[src/rtl/sample_serializer.sv]
// -----------------------------------------------------------------------------
// sample_serializer
//
// Frames 16-bit two's-complement samples onto a three-wire serial link
// (sclk / fsync / sdata).
//
// Each frame is FRAME_BITS bit periods of BIT_DIV clocks each. At every frame
// start the block pulses generate_next_sample to the upstream sample chain.
// SAMPLE_LATENCY clocks later it captures sample_in, or zero when mute is
// high, into a holding register. That captured sample goes out MSB first in
// the following frame. Bits 16..FRAME_BITS-1 of every frame are zero.
//
// Parameters
//   BIT_DIV         clocks per serial bit (even, >= 2)
//   FRAME_BITS      serial bits per frame (>= 17)
//   SAMPLE_LATENCY  clocks from strobe to capture (1 .. FRAME_BITS*BIT_DIV-1)
//
// Ports
//   clk                   in   single clock, rising edge
//   reset                 in   asynchronous, active-high reset
//   enable                in   1 = run frames, 0 = finish current frame and stop
//   mute                  in   1 on the capture clock = capture zero
//   sample_in[15:0]       in   sample from the synth chain
//   generate_next_sample  out  one-clock request strobe at each frame start
//   sclk                  out  bit clock, low in first half of each bit period
//   fsync                 out  high during bit 0 of each frame
//   sdata                 out  serial data, MSB first, changes as sclk falls
//   busy                  out  high while a frame is in progress (RUN/DRAIN)
//
// All outputs come straight from flops. They are loaded from the next-state
// values, so each output lines up with the counter position it describes.
// -----------------------------------------------------------------------------
module sample_serializer #(
  parameter int BIT_DIV        = 2,
  parameter int FRAME_BITS     = 20,
  parameter int SAMPLE_LATENCY = 3
) (
  input  logic        clk,
  input  logic        reset,
  input  logic        enable,
  input  logic        mute,
  input  logic [15:0] sample_in,
  output logic        generate_next_sample,
  output logic        sclk,
  output logic        fsync,
  output logic        sdata,
  output logic        busy
);

  localparam int DIV_W = $clog2(BIT_DIV);
  localparam int BIT_W = $clog2(FRAME_BITS);

  localparam logic [DIV_W-1:0] DIV_LAST  = DIV_W'(BIT_DIV - 1);
  localparam logic [DIV_W-1:0] DIV_HALF  = DIV_W'(BIT_DIV / 2);
  localparam logic [BIT_W-1:0] BIT_LAST  = BIT_W'(FRAME_BITS - 1);
  localparam logic [BIT_W-1:0] DATA_BITS = BIT_W'(16);

  // Frame position of the capture clock, split into bit and sub-bit parts.
  localparam logic [BIT_W-1:0] CAP_BIT = BIT_W'(SAMPLE_LATENCY / BIT_DIV);
  localparam logic [DIV_W-1:0] CAP_DIV = DIV_W'(SAMPLE_LATENCY % BIT_DIV);

  typedef enum logic [1:0] {
    IDLE  = 2'd0,
    RUN   = 2'd1,
    DRAIN = 2'd2
  } state_t;

  state_t           state_q, state_d;
  logic [DIV_W-1:0] div_q,   div_d;
  logic [BIT_W-1:0] bit_q,   bit_d;
  logic [15:0]      shift_q, shift_d;
  logic [15:0]      hold_q,  hold_d;
  logic             armed_q, armed_d;   // strobe issued, capture still pending
  logic             bit_end;
  logic             frame_end;
  logic             capture;
  logic             busy_d;

  // NOTE: every signal gets a default before any branch, so no path leaves
  // it unassigned and no latch is inferred.
  always_comb begin
    state_d   = state_q;
    div_d     = div_q;
    bit_d     = bit_q;
    shift_d   = shift_q;
    hold_d    = hold_q;
    armed_d   = armed_q;

    bit_end   = (div_q == DIV_LAST);
    frame_end = bit_end && (bit_q == BIT_LAST);
    capture   = armed_q && (bit_q == CAP_BIT) && (div_q == CAP_DIV);

    // Capture depends only on a strobe having gone out earlier in this frame.
    // A capture that is still pending during DRAIN therefore still happens.
    if (capture) begin
      hold_d  = mute ? 16'h0000 : sample_in;
      armed_d = 1'b0;
    end
    if (generate_next_sample) begin
      armed_d = 1'b1;
    end

    case (state_q)
      IDLE: begin
        if (enable) begin
          state_d = RUN;
          div_d   = '0;
          bit_d   = '0;
          shift_d = hold_q;
        end
      end
      default: begin  // RUN or DRAIN: counters keep running
        // Dropping enable moves to DRAIN. Raising it again returns to RUN
        // without disturbing the counters. IDLE is entered only at the wrap.
        state_d = enable ? RUN : (frame_end ? IDLE : DRAIN);
        div_d   = bit_end ? '0 : div_q + 1'b1;
        if (bit_end) begin
          bit_d = (bit_q == BIT_LAST) ? '0 : bit_q + 1'b1;
        end
        // hold_d, not hold_q: a capture on the very last clock of the frame
        // must still reach the next frame.
        if (frame_end && enable) begin
          shift_d = hold_d;
        end else if (bit_end) begin
          shift_d = {shift_q[14:0], 1'b0};
        end
      end
    endcase

    busy_d = (state_d != IDLE);
  end

  // NOTE: sequential state uses non-blocking assignments only. Every flop then
  // samples pre-edge values, whatever order the statements are written in.
  always_ff @(posedge clk or posedge reset) begin
    if (reset) begin
      state_q              <= IDLE;
      div_q                <= '0;
      bit_q                <= '0;
      shift_q              <= '0;
      // NOTE: the holding register is data storage, but it is reset on
      // purpose. The first frame after reset must send a known zero sample.
      hold_q               <= '0;
      armed_q              <= 1'b0;
      generate_next_sample <= 1'b0;
      sclk                 <= 1'b0;
      fsync                <= 1'b0;
      sdata                <= 1'b0;
      busy                 <= 1'b0;
    end else begin
      state_q              <= state_d;
      div_q                <= div_d;
      bit_q                <= bit_d;
      shift_q              <= shift_d;
      hold_q               <= hold_d;
      armed_q              <= armed_d;
      generate_next_sample <= (state_d == RUN) && (bit_d == '0) && (div_d == '0);
      sclk                 <= busy_d && (div_d >= DIV_HALF);
      fsync                <= busy_d && (bit_d == '0);
      sdata                <= busy_d && (bit_d < DATA_BITS) && shift_d[15];
      busy                 <= busy_d;
    end
  end

endmodule
[config.mk]
export PLATFORM = sky130hd
export DESIGN_NAME = sample_serializer
export DESIGN_NICKNAME = d
export VERILOG_FILES = /design/src/rtl/sample_serializer.sv
export SDC_FILE = /design/constraint.sdc
export NUM_CORES = 1
export LEC_CHECK = 0
export ABC_AREA = 1
export CORE_MARGIN = 3
export CORE_UTILIZATION = 51
export CTS_CLUSTER_DIAMETER = 40
export CTS_CLUSTER_SIZE = 20
export DETAILED_ROUTE_END_ITERATION = 7
export GPL_TIMING_DRIVEN = 0
export PLACE_DENSITY = 0.76
export SKIP_LAST_GASP = 1
export SLEW_MARGIN = 25
export SYNTH_ARGS = -nofsm -noshare
export SYNTH_HDL_FRONTEND = slang
export SYNTH_SLANG_ARGS = --single-unit
[constraint.sdc]
create_clock -name clk -period 1.6 [get_ports clk]
set_input_delay 0.16 -clock clk [delete_from_list [all_inputs] [get_ports clk]]
set_output_delay 0.16 -clock clk [all_outputs]
set_load 0.05 [all_outputs]
After elaboration in Yosys (flattened, before gate mapping)
Cells that the tools add are included.
Operators by class
  bitwise operators: 1
  multiplexer cells: 19
  equality and inequality tests: 4
  $lt $le $gt $ge: 2
  $add $sub $neg: 2
  reduce and logical (&&, ||, !) cells: 16
Operator list (count)
  16-bit 2-to-1 mux: 6
  5-bit 2-to-1 mux: 4
  1-bit logical AND: 10
  2-bit 2-to-1 mux: 4
  5-bit by 1-bit adder with 5-bit output, second input constant: 1
  5-bit by 1-bit equality test with 1-bit output, second input constant: 1
  5-bit equality test, second input constant: 1
  5-bit logical NOT: 1
  5-bit less-than comparator, second input constant: 1
  1-bit 2-to-1 mux: 5
  2-bit nonzero test: 2
  3-bit nonzero test: 1
  2-bit by 1-bit equality test with 1-bit output, second input constant: 1
  2-bit logical NOT: 1
  2-bit inequality test, second input constant: 1
  2-bit AND reduction: 1
  1-bit adder, second input constant: 1
  1-bit >= comparator, second input constant: 1
  1-bit inverter: 1
Storage, ports and cells
  flip-flop bits (word level): 46
  logic and storage cells: 56

Depth between registers and ports, before layout
  depth in word-level cells: 8
  depth in mapped cells: 11

Worst setup path before layout
No wires, ideal clock.
  path type: reg-to-reg
  start: reg bit_q[1]
  end: reg shift_q[11]
  clock period less this slack: 1.568 ns
  data required time: 1.483 ns
  cell stages (with the launch flop): 11
  setup time: 0.117 ns
  slack: 0.032 ns
  arrival time: 1.452 ns
  path through: dfrtp_1 -> inv_1 -> ha_1 -> nand2_1 -> nor3_4 -> nand2_4 -> buf_6 -> o21ai_2 -> nor2_1 -> nor2_1 -> nor2_1
Between the ends
  longest elaborated chain between the ends: 6
  elaborated cells between the ends (all ways): 11
  those cells by class: eq/ne: 2; mux: 3; reduce/logical: 6
Ends and longest elaborated chain
  start, declared: line 70  | logic [BIT_W-1:0] bit_q, bit_d;
  start signal, assigned: line 153  | bit_q <= bit_d;
  5-bit by 1-bit equality test with 1-bit output: line 91  | capture = armed_q && (bit_q == CAP_BIT) && (div_q == CAP_DIV);
  1-bit logical AND (2 in a row): line 91
  16-bit 2-to-1 mux: line 95  | if (capture) begin
  16-bit 2-to-1 mux: line 122  | if (frame_end && enable) begin
  16-bit 2-to-1 mux: line 103  | case (state_q)
  end signal, assigned: line 154  | shift_q <= shift_d;
  end, declared: line 71  | logic [15:0] shift_q, shift_d;
Parallel ways exist; a longest one is shown, timed or not.
A chain may end at the register's enable or synchronous reset.

Worst setup path after layout
  start: reg bit_q[1]
  end: reg shift_q[5]
The elaborated chain is that of the path after synthesis.

==> results_dict.tcl <==
set metrics [dict create \
    yosysSeqAreaShare_pct 46.2 \
    ys.flop_type "dfrtp_1" \
    fin_cells 441 \
    yosysTopAreaCell "dfrtp_1" \
    grt_pass1_vias 1924 \
    grt_max_degree 29 \
    multi_input_area_um2 1170 \
    syn_nets 347 \
    synth_commonest_cells "81 x nand2_1, 53 x inv_1, 53 x nor2_1" \
    io_buffers 23 \
    worstSkewPairLatency_ps 300 \
    clock_sinks 46 \
    timing.final.hold_violations 0 \
    place_ws_ps -372 \
    synthDistinctLibCells 28 \
    clk_pin_slew_ps 90 \
    synth_top_family_by_area "simple AND/OR/NAND/NOR gates" \
    rsz0062_at_grt "yes" \
    drc 0 \
    netlist_area_um2 2490 \
    worst-setup-path-type "reg -> reg" \
    synth_xor_area_share_pct 0 \
    yosys_register_bits 46 \
    critical_path_cell_count 11 \
    maxCapViolations 0 \
    htreeDepth 2 \
    yosys.cell_count.top_type "nand2_1" \
    io_pins 25 \
    end_kind "flip-flop" \
    fin_util_pct 72.2 \
    period_share_pct 102 \
    reg2reg_depth 11 \
    final-seq-area_um2 1150 \
    cts_buffers 5 \
    worst_slew_pin_slew_ps 501 \
    insertedDiodeCount 0 \
    status "finished, violations left" \
    die_area_um2 5760 \
    ys_warn_count 0 \
    hpwl_um 3780 \
    max-vdd-ir-drop_mv 0.782 \
    critPathBufInv 2 \
    leakagePower_nw 1.72 \
    fin_ws_ps -25.6 \
    total_power_mw 4.85 \
    fin_skew_ps 4.55 \
    postRouteWirelength_um 6030 \
    cp-start-kind "flip-flop" \
    routed_via_density 4.98 \
    syn2layout_area_growth_pct 31.4 \
    die_w_um 75.9 \
    hold_path.class "in -> async" \
    synthSimpleGateAreaFrac_pct 31.9 \
    hold_ws_ps 166 \
    crit_arrival_ps 1870 \
    async_flop_share_pct 100 \
    fin_nets 397 \
    setup-tns-final_ps -48.2 \
    violations "setup timing" \
    synth_edf_count 0 \
    yosys-top-cells-area "dfrtp_1 46%, nand2_1 12%, inv_1 8.0%" \
    max_stage_delay_ps 410 \
    drv_slew 0 \
    fin_area_um2 3270 \
    routabilityCongestion 0.797 \
    synth_compound_area_share_pct 9.10 \
    max_freq_mhz 615 \
    finalSetupViolCount 3 \
    crit_required_ps 1840 \
    critPathTopFamily "simple AND/OR/NAND/NOR gates" \
    dp_cells 414 \
    synth_mux_area_share_pct 0 \
    place_area_um2 2820 \
    dr.pass1.iters 4 \
    clockBufferDepth 2 \
    core-area_um2 4530 \
    cp_common_cell "nor2_1" \
    worst_path_max_delay_cell "dfrtp_1" \
    final_antenna_net_count 0 \
    timing.slew.headroom_pct 66.5 \
    antenna_found_initial 0 \
    final.min_clock_period_ps 1630 \
    cts_tree "yes" \
    syn_inst 325 \
    vias 2194 \
    synth.top_cell.area_share_pct 46.2 \
    path_cells "inv_2 -> ha_4 -> nand2_4 -> nor3_4 -> nand2_4 -> buf_6 -> nand2_2 -> o21ai_4 -> nor2_1 -> nor2_1 -> nor2_1" \
    cp_max_fo 10 \
    synth_area_per_cell_um2 7.66 \
    start_util_pct 54.9 \
    drtIter0Drc 182 \
    fill_cells 338 \
    drive_gt1_share_pct 25.5 \
    gr-total-overflow 0 \
    grt_use_total_pct 21.8 \
    powerDensity_nw_per_um2 1480 \
    grt_pass1_wl_um 9260 \
    hold_buffers 0 \
    dieHeight_um 75.9 \
    cts_root_buf "clkbuf_8" \
    wl_per_cell_um 13.7 \
    num_rows 24 \
    synthAdderAreaFrac_pct 1.01 \
]
## cell families after synthesis
family,Yosys count
and+or+nand+nor,175
buffers and inverters,65
DFF,46
AOI/OAI and AO/OA,37
adders and majority gates,2
## per-layer routing
| metal | vias to the layer above | track usage, % | part of all wire (%) |
|---|---|---|---|
| met4 | 0 | 7.57 | 1.5 |
| met5 | - | 0 | 0 |
| met1 | 1030 | 31.0 | 44 |
| li1 | 1089 | - | - |
| met3 | 9 | 3.17 | 5.7 |
| met2 | 66 | 34.1 | 49 |
## final timing paths
kind | from | end | slack, ps
min | reset | generate_next_sample | 170
max in group asynchronous | reset | shift_q[7] | 940
min reg2reg | generate_next_sample | armed_q | 480
max reg2reg | bit_q[1] | shift_q[5] | -30
min in group clk | mute | hold_q[12] | 220
max | bit_q[1] | shift_q[5] | -30
## what timing repair did
item | 4_1_cts | 5_1_grt
pin swaps | 5 | 18
endpoints found under the setup margin | 34 | 22
gates cloned | 1 | 0
setup buffers | 8 | 10
gates resized for setup | 23 | 31
## final cells by class
class,count,share of cell area (%)
well taps,65,2.49
multi-input cells,214,35.8
clock buffers,8,3.37
plain buffers,9,2.64
inverters,56,6.88
flip-flops and latches,46,35.3
repair buffers,43,13.6
## power by group
part           internal, mW  switching, mW
Combinational         0.900           1.23
Sequential             1.61          0.283
Clock                 0.437          0.400
## cells in the final DEF, fill, tap and decap left out, types with 4 or more instances in the layout
master and n:
nand2_1 68, nor2_1 51, inv_1 49, dfrtp_1 43, o21ai_0 20, nand2_2 19
clkdlybuf4s50_1 17, buf_4 14, nand3_1 11, buf_6 8, clkbuf_8 8, o21ai_2 7
nand3b_1 7, nand3_2 5, nand2_4 4, inv_2 4
## sequential cells by signal (all words and copies together), names as in the netlist
| signal | count |
|---|---|
| armed_q | 1 |
| bit_end | 1 |
| bit_q | 5 |
| busy | 1 |
| fsync | 1 |
| generate_next_sample | 1 |
| hold_q | 16 |
| sclk | 1 |
| sdata | 1 |
| shift_q | 16 |
| state_q | 2 |
## worst register-to-register path: stages, from the launching register on
cell and delay, ps:
dfrtp_1 410, inv_2 80, ha_4 140, nand2_4 50, nor3_4 160, nand2_4 150
buf_6 200, nand2_2 90, o21ai_4 60, nor2_1 90, nor2_1 60, nor2_1 80
Note: power is estimated with default switching activity, not from simulation.
